<file path="src/rtl/flag_ccr_unit.sv">
// Condition-code register behind the ALU: masked flag capture, zero-latency
// branch resolution with flag clear, and a shadow stack for interrupt nesting.
module flag_ccr_unit #(
  parameter int DEPTH = 4,
  parameter int PW    = 3
) (
  input  logic          CLK,
  input  logic          RST,
  input  logic [3:0]    flag_we,
  input  logic          alu_z,
  input  logic          alu_n,
  input  logic          alu_c,
  input  logic          alu_v,
  input  logic          br_en,
  input  logic [1:0]    br_cond,
  output logic          br_taken,
  input  logic          int_save,
  input  logic          rti_restore,
  output logic [3:0]    ccr,
  output logic          carry_q,
  output logic [PW-1:0] stk_depth,
  output logic [1:0]    stk_err
);

  logic [3:0]    ccr_r;
  logic [3:0]    stack_r [DEPTH];
  logic [PW-1:0] depth_r;
  logic [1:0]    err_r;

  logic [3:0]    alu_flags_s;
  logic [3:0]    merged_s;
  logic [3:0]    step3_s;
  logic [3:0]    top_s;
  logic [3:0]    ccr_nxt_s;
  logic [PW-1:0] depth_nxt_s;
  logic [1:0]    err_nxt_s;
  logic          br_taken_s;
  logic          full_s;
  logic          empty_s;
  logic          pop_ok_s;
  logic          push_ok_s;

  // One-hot mask selecting the flag tested by a branch condition.
  function automatic logic [3:0] cond_mask(input logic [1:0] cond);
    logic [3:0] m;
    case (cond)
      2'b00:   m = 4'b0001;
      2'b01:   m = 4'b0010;
      2'b10:   m = 4'b0100;
      2'b11:   m = 4'b1000;
      default: m = 4'b0000;
    endcase
    return m;
  endfunction

  assign alu_flags_s = {alu_v, alu_c, alu_n, alu_z};
  assign full_s      = (depth_r == PW'(DEPTH));
  assign empty_s     = (depth_r == {PW{1'b0}});
  // A simultaneous save is always dropped in favour of the restore.
  assign pop_ok_s    = rti_restore & ~empty_s;
  assign push_ok_s   = int_save & ~rti_restore & ~full_s;

  // Bypassed flags, branch decision and post-branch flag value.
  always_comb begin
    merged_s   = (flag_we & alu_flags_s) | (~flag_we & ccr_r);
    br_taken_s = br_en & |(merged_s & cond_mask(br_cond));
    if (br_taken_s) begin
      step3_s = merged_s & ~cond_mask(br_cond);
    end else begin
      step3_s = merged_s;
    end
  end

  // Top-of-stack read: entry depth-1.
  always_comb begin
    top_s = 4'b0000;
    for (int i = 0; i < DEPTH; i++) begin
      top_s = (depth_r == PW'(i + 1)) ? stack_r[i] : top_s;
    end
  end

  // Next CCR, stack depth and sticky error flags.
  always_comb begin
    ccr_nxt_s   = step3_s;
    depth_nxt_s = depth_r;
    err_nxt_s   = err_r;
    if (pop_ok_s) begin
      ccr_nxt_s   = top_s;
      depth_nxt_s = depth_r - PW'(1);
    end else if (push_ok_s) begin
      depth_nxt_s = depth_r + PW'(1);
    end else begin
      depth_nxt_s = depth_r;
    end
    err_nxt_s[0] = err_r[0] | (int_save & (rti_restore | full_s));
    err_nxt_s[1] = err_r[1] | (rti_restore & empty_s);
  end

  // State registers; the push writes the slot just above the current top.
  always_ff @(posedge CLK) begin
    if (RST) begin
      ccr_r   <= 4'b0000;
      depth_r <= {PW{1'b0}};
      err_r   <= 2'b00;
      for (int i = 0; i < DEPTH; i++) begin
        stack_r[i] <= 4'b0000;
      end
    end else begin
      ccr_r   <= ccr_nxt_s;
      depth_r <= depth_nxt_s;
      err_r   <= err_nxt_s;
      for (int i = 0; i < DEPTH; i++) begin
        if (push_ok_s && (depth_r == PW'(i))) begin
          stack_r[i] <= step3_s;
        end
      end
    end
  end

  assign br_taken  = br_taken_s;
  assign ccr       = ccr_r;
  assign carry_q   = ccr_r[2];
  assign stk_depth = depth_r;
  assign stk_err   = err_r;

endmodule
</file>
<file path="config.mk">
export PLATFORM = sky130hd
export DESIGN_NAME = flag_ccr_unit
export DESIGN_NICKNAME = d
export VERILOG_FILES = /design/src/rtl/flag_ccr_unit.sv
export SDC_FILE = /design/constraint.sdc
export NUM_CORES = 1
export LEC_CHECK = 0
export ABC_CLOCK_PERIOD_IN_PS = 2300
export CAP_MARGIN = 10
export CORE_UTILIZATION = 50
export CTS_BUF_LIST = sky130_fd_sc_hd__clkbuf_8
export DETAILED_ROUTE_END_ITERATION = 8
export PLACE_DENSITY_LB_ADDON = 0.15
export SETUP_SLACK_MARGIN = 0.3
export SYNTH_ARGS = -nofsm -noshare
export SYNTH_HDL_FRONTEND = slang
export SYNTH_SLANG_ARGS = --single-unit
</file>
<file path="constraint.sdc">
create_clock -name CLK -period 2.3 [get_ports CLK]
set_input_delay 0.23 -clock CLK [delete_from_list [all_inputs] [get_ports CLK]]
set_output_delay 0.23 -clock CLK [all_outputs]
set_load 0.01 [all_outputs]
</file>
==> summary.txt <==
Floorplan
  – DIE WIDTH: between 50 and 60 microns
  – Die H: around 54 microns
  – Die area: 2960 sq um
  – Core ar.: between 2000 and 3000 sq um
  – Top Ports: 26
  – Rows: 18
  – Initial core utilization: between 50% and 60%

Yosys
  – Mapped Avg Cell Area: just under 10 sq um
  – Adder-cell share of the synthesized area: between 5 and 6%
  – Post-synthesis simple-gate area fraction: 18.8%
  – Post-Syn Area: around 1400 sq um
  – Post-synth net total: roughly 160
  – Most used DFF post-synth: edfxtp_1
  – Area contributors post-synth: edfxtp_1, dfxtp_1, nor2_1
  – Synth warn: 0
  – Synth Area in XOR/XNOR: less than 1%
  – Post-synthesis compound-gate area fraction: between 15 and 20%
  – Yosys cell types: 35
  – Sequential area share after synthesis: 48.1%
  – Post-synth EDFFs: 16
  – Synth Register Bits: 25
  – Synth top area share: 35.0%
  – Post-synthesis mux area share: under 10%
  – Cells after Synth: ~140
  – Post-synth top area cell: edfxtp_1
  – Fraction of registers with async set/reset: 0%
  – Largest family of logic cells by synthesized area: simple AND/OR/NAND/NOR gates

Final layout
  – Layout cells sized above 1: 6.10%
  – Multi-input gate area: between 600 and 700 sq um
  – Post-route cell area: between 1500 and 2000 sq um
  – Layout Cells excl Fill: about 190
  – Area delta synth->final: 21.6%
  – Reg area: 662 sq um
  – Nets@finish: 186
  – N_diodes: 0
  – Fill cell count: 214

Clock tree
  – CTS tree: built
  – Postcts setup bufs: 0
  – Clock buffer depth: 2
  – Clock transition at path regs: ~90 ps
  – Clock root buffer: clkbuf_8
  – Clk_lat worst skew: around 280 ps
  – Total CTS buffers: 3
  – H-tree levels: 1
  – Sink Count: 25

Hold path
  – Hold Crit Class: reg2reg
  – Min-delay src: stack_r[3][1]

Setup path
  – Reg2reg setup slack: 460 ps
  – Critical path launch point: flag_we[1]
  – Classification of the worst setup path: in2out
  – Critical Path End Type: output port
  – Worst-path fanout max: 2
  – CP arrival: roughly 1600 ps
  – Worst setup SP type: input pin
  – CP required: just over 2000 ps
  – FF-to-FF Start: stk_depth[1]

Power
  – Seq pwr share: a little over two fifths
  – Pleak: around 0.66 nW
  – PD cells: between 800 and 900 nW/um^2
  – Internal power: between 800 and 900 uW
  – Sw Pwr: about 460 uW
  – Switch share: 34.2%
  – Logic gate share of total power: 37.2%
  – Clock power frac: approximately 20%
  – Peak supply drop: between 0.6 and 0.7 mV

Timing
  – Slew @ Worst Pin: around 580 ps
  – Max Transition Viols Final: 0
  – Setup WS post-layout: ~440 ps
  – Clock Skews: between 6 and 7 ps
  – Final setup fails: 0
  – Max_slew headroom: 61.0%
  – Final worst path period share: slightly above 80%
  – Hold Violations, Final: 0
  – RSZ-0062 raised after global routing: false
  – FMAX: ~0.54 GHz
  – Minimum clock period: between 1500 and 2000 ps
  – Setup Total Neg Slack: 0 ps

Outcome
  – Status: complete, no violations

Placement
  – Dpl ws: roughly 240 ps
  – Inst Count DP: between 150 and 200
  – Number of port buffers: 25
  – GPL Wtd Cong: 0.875
  – Post-DP Area: around 1600 sq um
  – Detailed placement HPWL: roughly 2200 microns

Run
  – MaxCap Viol Count: 0

Global route
  – Global-route wire length before repair: between 4000 and 5000 microns
  – GRT Residual Overflow: 0
  – Antenna violations before repair: 0
  – Gr usage total: between 20% and 30%
  – Pin count of the biggest net entering global routing: 16
  – Via count of the first global-routing pass: ~1100

Detailed routing
  – Drt pass-1 iters: 5
  – Vias: ~1100
  – Drt total wl: a little under 3000 microns
  – Final ANT Viol Nets: 0
  – Routed len/inst: roughly 15 microns
  – DRT iter0 DRCs: 37
  – Via density: just under 6
  – Drc violations: 0
[state kept, by name, indices dropped and copies added (netlist names)]
name	count
stack_r	16
stk_err	2
stk_depth	3
ccr	4
[critical path: stages]
cell	delay (ps)
clkdlybuf4s50_1	460
mux2_2	330
nor2_1	80
o21ai_0	70
and4_1	190
dlygate4sd2_1	270
[cell type report]
| class | count | share of cell area (%) |
|---|---|---|
| tap | 30 | 2.25 |
| sequential | 25 | 39.6 |
| clock buffer | 3 | 2.47 |
| clock inverter | 1 | 0.300 |
| timing repair buffer | 26 | 15.4 |
| multi-input combinational | 102 | 38.4 |
| inverter | 7 | 1.57 |
[cell families after synthesis]
logic type	after synthesis
adder cells (fa/ha/maj)	6
AND/OR/NAND/NOR	52
flip-flops	25
AO/OA/AOI/OAI	38
buffers and inverters	14
XOR/XNOR	1
multiplexers	5
[power groups by stage]
| stage | logic (mW) | clock network, mW | registers, mW |
|---|---|---|---|
| final | 0.502 | 0.269 | 0.579 |
| after global routing | 0.564 | 0.284 | 0.589 |
| after CTS | 0.499 | 0.267 | 0.579 |
| after detailed placement | 0.498 | 0 | 0.590 |
| after global placement | 0.489 | 0 | 0.586 |
| after floorplan | 0.334 | 0 | 0.590 |
[through the flow]
| stage | total power, mW | hold slack (ps) | utilization, % |
|---|---|---|---|
| final | 1.35 | 465 | 65.6 |
| after detailed placement | 1.09 | 447 | 63.8 |
| after CTS | 1.35 | 469 | 65.6 |
| after global routing | 1.44 | 488 | 65.6 |
| after global placement | 1.08 | 430 | 63.8 |
| after floorplan | 0.924 | 418 | - |
[layout by cell type (no fill, tap or decap), types with 2 or more instances in the layout]
master	synthesis	layout
a211o_1	2	2
nand2_1	7	7
inv_1	7	7
a221o_1	2	2
a211oi_1	3	3
nor2_1	26	26
edfxtp_1	16	16
nand2b_1	3	3
a21oi_1	15	15
a21o_1	5	5
mux2i_1	4	4
dfxtp_1	9	8
ha_1	6	6
clkbuf_8	0	3
o21ai_0	3	3
clkdlybuf4s50_1	0	24
nor3_1	2	2
nor2b_1	2	2
nand3b_1	7	7
[cells in the mapped netlist (3+ instances only)]
master	instances
nand3b_1	7
a211oi_1	3
a21oi_1	15
inv_1	7
edfxtp_1	16
ha_1	6
clkbuf_1	3
a21o_1	5
mux2i_1	4
buf_4	3
o21ai_0	3
nand2_1	7
dfxtp_1	9
nand2b_1	3
nor2_1	26
[path summary, 6_finish.rpt]
kind | endpoint | cells past startpoint
min reg2reg | ccr[1] | 2
max reg2reg | ccr[3] | 5
min | ccr[1] | 2
max | br_taken | 6
[metal layers]
layer	up-vias	track usage (%)	part of all wire (%)
li1	549	-	-
met1	528	31.4	46
met2	35	36.8	47
met3	7	3.33	5.4
met4	0	10.3	2.1
met5	-	0	0
[what timing repair did]
action | 4_1_cts | 5_1_grt
gates resized for setup | 1 | 1
hold buffers | 0 | 0
setup endpoints to repair | 1 | 1
(Power assumes the default switching activity.)
==> edit 1 (config.mk and constraints unchanged) <==
Make the reset (`RST`) asynchronous in one clocked block.
--- a/src/rtl/flag_ccr_unit.sv
+++ b/src/rtl/flag_ccr_unit.sv
@@ -98,5 +98,5 @@
 
   // State registers; the push writes the slot just above the current top.
-  always_ff @(posedge CLK) begin
+  always_ff @(posedge CLK or posedge RST) begin
     if (RST) begin
       ccr_r   <= 4'b0000;
Behaviour: differs if RST is asserted again (counterexample within 4 cycles, from zero or initial values and one cycle with RST high); with RST held inactive, the same outputs for 10 cycles.
==> edit 1 against the unedited design <==
- sequential cell count stayed put
- fmax is 0.72% lower
- total power grew 52%
- setup slack worse by 14 ps
- wire length increased by 0.17%
- design area grew 6.8%
- area after synthesis increased by 4.7%
- sequential power grew 35%
- critical path type unchanged
- critical endpoint unchanged
==> edit 1: results (changes against the unedited design) <==
Dominant synthesized flop cell: dfrtp_1
CP arrival: 1650 ps (+20 ps)
Outcome: finished clean
Met3 Use GR: 0.0512 (+0.0178)
Hold Crit Class: input port to async pin
Post-DP HPWL: 2220 um (-1.1%)
R2R Path End: stack_r[2]
Total Routing Usage GR: 0.214 (-0.0186)
R2R Path Start: stk_depth[2]
Post CTS Setup Buffer Count: 0 (unchanged)
CTS buffer count: 3 (unchanged)
Vias in the first global route: 1073 (+1.3%)
Pleak: 0.790 nW (+20%)
Syn_nets: 148 (-8.6%)
Layout Nets: 178 (-4.3%)
Root Driver: clkbuf_8
Internal Power: 1.30 mW (+46%)
Ys async rst share: 1.00 (+1.00)
WL final: 2980 um (+0.17%)
Reg clk slew, reported paths: 90 ps (about the same)
Sequential area share after synthesis: 0.435 (-0.0461)
Number of antenna violations at the first check in global routing: 0 (unchanged)
R2R setup slack: 450 ps
Peak VDD IR: 702 uV (+7.3%)
Synth top area cells: dfrtp_1, mux2_4, ha_1
Yosys cell types: 29 (-17%)
Largest net degree at the start of global routing: 26 (+10)
1st-iter DRT viols: 20 (-46%)
Ys Warns: 0 (unchanged)
Antenna cells: 0 (unchanged)
Clock skew: 7.08 ps (+0.956 ps)
Met1 global-route usage: 0.282 (-0.0321)
Share of layout cells above drive strength 1: 0.231 (+0.170)
Crit-path max FO: 2 (unchanged)
Clk_lat worst skew: 270 ps
DR pass1 iterations: 4 (-1)
Pre-CTS setup slack: 142 ps (-102 ps)
Bufs on Longest Clock Path: 2 (unchanged)
Grt met2 use: 0.343 (-0.0254)
Top cells by count, synth: dfrtp_1, mux2_4, nand2_1, nor2_1
Max reg flops: 16 (unchanged)
Final GP Congestion: 0.805 (-8.0%)
Vias per cell: 5.66 (-1.8%)
First-pass GRT wire length: 5130 um (+7.7%)
H-tree Lvls: 1 (unchanged)
Slew at the pin closest to its max-slew limit: 443 ps (-137 ps)
Worst reg2reg path depth: 4 (-1)
Port Buffers: 25 (unchanged)
Biggest register: stack_r
## edit 1: cell types whose count changed after synthesis, sizes merged, moves of 4 or more
cell / delta
nor2: -18
a31oi: +4
nand3b: -7
edfxtp: -16
nand2: +5
a221oi: +4
dfrtp: +25
a21oi: -10
dfxtp: -9
a21o: -4
mux2: +15
## edit 1: repair_timing
item / 4_1_cts / 5_1_grt
endpoints found under the setup margin: 1 / 0
hold endpoints to repair: 0 / 0
resized for setup: 1 / 0
## edit 1: critical path, cell delays in order
cell and delay, ps:
clkdlybuf4s50_1 480, mux2i_1 100, mux4_2 470, nor2b_1 110, dlygate4sd2_1 260
## edit 1: logic make-up (layout without fill, tap and decap cells)
group	after synthesis	in the layout	synth area share
AOI/OAI and AO/OA	32	32	0.164
and+or+nand+nor	29	29	0.0991
DFF	25	25	0.435
muxes	22	22	0.207
buffers and inverters	12	41	0.0365
adders and majority gates	6	6	0.0522
xor gates and xnor gates	1	1	0.00609
## edit 1: stage by stage
| step | hold WS [ps] | cells | power [mW] | cell area [um2] |
|---|---|---|---|---|
| 4_1_cts | 315 | 187 | 2.06 | 1780 |
| 3_5_place_dp | 465 | 183 | 1.80 | 1740 |
| 5_1_grt | 343 | 187 | 2.20 | 1780 |
| 3_3_place_gp | 445 | 183 | 1.77 | 1740 |
| 6_report | 303 | 187 | 2.05 | 1780 |
| 2_1_floorplan | 257 | 127 | 1.45 | 1440 |
## edit 1: worst max-delay path by stage
stage	start	endpoint	slack, ps	cells past startpoint
after floorplan	stk_depth[2]	stack_r[0]	630	5
after global placement	br_cond[1]	br_taken	150	5
after detailed placement	flag_we[3]	br_taken	140	5
after CTS	br_cond[1]	br_taken	410	5
after global routing	stk_depth[2]	ccr[1]	340	5
final	flag_we[0]	br_taken	420	5
## edit 1: area by class of cell
cell class	count	area [um2]
clock buffer	3	41.3
clock inverter	1	5.00
fill	228	950
inverter	7	26.3
multi-input combinational	90	761
sequential	25	626
tap	31	38.8
timing repair buffer	30	287
## edit 1: power by group through the flow
stage / logic, mW / clock network, mW / registers [mW]
finish: 1.00 / 0.264 / 0.782
detailed placement: 1.01 / 0 / 0.789
global route: 1.10 / 0.292 / 0.810
global placement: 0.983 / 0 / 0.782
CTS: 1.01 / 0.264 / 0.782
floorplan: 0.680 / 0 / 0.768
## edit 1: per-layer routing
| metal | routed length (um) | vias up | share of wire |
|---|---|---|---|
| li1 | - | 521 | - |
| met1 | 1420 | 512 | 0.48 |
| met2 | 1400 | 22 | 0.47 |
| met3 | 111 | 4 | 0.037 |
| met4 | 40 | 0 | 0.013 |
| met5 | 0 | - | 0 |
==> edit 2 (same flow settings) <==
Made on the original files. `DEPTH`: 4 -> 8.
--- a/src/rtl/flag_ccr_unit.sv
+++ b/src/rtl/flag_ccr_unit.sv
@@ -2,5 +2,5 @@
 // branch resolution with flag clear, and a shadow stack for interrupt nesting.
 module flag_ccr_unit #(
-  parameter int DEPTH = 4,
+  parameter int DEPTH = 8,
   parameter int PW    = 3
 ) (
Check against the original RTL: not equivalent (Yosys sat finds a counterexample within 4 cycles, from zero or initial values and one cycle with RST high).
==> edit 2 against the unedited design <==
- clock power rose by 100%
- area after synthesis rose by 43%
- design area rose by 43%
- setup slack got worse by 41 ps
- sequential cell count rose by 12
- wire length rose by 39%
- die area rose by 42%
- total power rose by 87%
- synthesized cell count rose by 30%
- register-to-register slack got worse by 40 ps
- critical endpoint unchanged
- largest power group is now combinational cells
==> edit 2: results (changes against the unedited design) <==
Outcome: finished clean
Post-DP HPWL: 3000 um (+34%)
H-tree Lvls: 2 (+1)
Met1 global-route usage: 0.245 (-0.0685)
Pleak: 0.898 nW (+36%)
Sequential share of cell area: 0.428 (+0.0321)
Syn Area/Cell: 10.7 um2 (+9.9%)
Clock skew: 5.00 ps (-1.12 ps)
Crit-path max FO: 3 (+1)
Pre-CTS setup slack: 131 ps (-113 ps)
Vias per cell: 5.68 (-1.6%)
First-pass GRT wire length: 6660 um (+40%)
Post-synth top area share: 0.427 (+0.0772)
Share of layout cells above drive strength 1: 0.142 (+0.0812)
Grt met2 use: 0.366 (-0.00200)
Seq cells post-synth: 37 (+48%)
Post-place instance area: 2250 um2 (+38%)
Reg clk slew, reported paths: 70 ps (-20 ps)
Post-synth EDFFs: 28 (+12)
Placed Cells: 251 (+32%)
Peak VDD IR: 558 uV (-15%)
Max Used Layer: met4
Met1 wire length: 1670 um (+24%)
Synth Area in Compound Gates: 0.163 (-0.0180)
DR pass1 iterations: 4 (-1)
Worst Hold Slack: 500 ps (+35.7 ps)
Non-Clock Buffer Area Fraction: 0.123 (-0.0302)
Routed wl met3: 296 um (+85%)
Final setup margin: 397 ps (-41.4 ps)
Largest net degree at the start of global routing: 19 (+3)
Max reg flops: 28 (+12)
Sequential area share after synthesis: 0.518 (+0.0376)
CTS buffer count: 5 (+2)
Area of the multi-input gates: 846 um2 (+32%)
Syn Inst Count: 184 (+30%)
Final GP Congestion: 0.805 (-8.0%)
Via count of the routed design: 1470 (+31%)
Multi-Input Combinational: 120 (+18%)
Area Overhead vs Synth: 21.0%
Yosys cell types: 45 (+29%)
Non-clk bufs: 31 (+19%)
Adder-Cell Fraction of Synth Area: 0.0445 (-0.0102)
Total Routing Usage GR: 0.220 (-0.0124)
Synth top area cells: edfxtp_1, dfxtp_1, nor2_1
Non-clk invs: 15 (+8)
Layout Nets: 232 (+25%)
Clk cell area share: 0.0446 (+0.0169)
Met2 wire len: 2030 um (+46%)
Biggest register: stack_r
Number of fillers in the final layout: 306 (+43%)
R2R setup slack: 420 ps (-40 ps)
CLK BUF: 5 (+2)
Top cells by count, synth: nor2_1, edfxtp_1, nand3_1, inv_1, dfxtp_1
Routed len/inst: 16.0 um (+4.4%)
Met3 Use GR: 0.0722 (+0.0388)
Mux contribution to synthesized area: 0.0375 (+0.000143)
CP arrival: 1670 ps (+40 ps)
==> edit 2: cell count changes after synthesis, sizes merged, moves of 5 or more <==
cell    delta
a21oi      -8
a21o       -5
inv        +7
nand3b     -6
nand2      -5
edfxtp    +12
buf        +7
nand3     +13
==> edit 2: worst max-delay path, cell delays in order <==
cell,delay [ps]
clkdlybuf4s50_1,450
inv_1,120
mux4_2,500
nor2b_1,110
dlygate4sd2_1,270
==> edit 2: final timing paths <==
check               startpoint    endpoint  depth (start not counted)
setup reg to reg  stk_depth[1]      ccr[2]                          6
setup / recovery    br_cond[0]    br_taken                          5
hold / removal      stk_err[0]  stk_err[0]                          2
hold reg to reg     stk_err[0]  stk_err[0]                          2
==> edit 2: power by group <==
part	switching, mW	internal, mW
registers	0.0582	0.812
clock network	0.224	0.315
logic	0.601	0.508
total	0.883	1.64
==> edit 2: repair_timing <==
action | CTS | global route
resized for setup | 2 | 6
pin swaps | 0 | 0
setup endpoints to repair | 13 | 23
hold endpoints to repair | 0 | 0
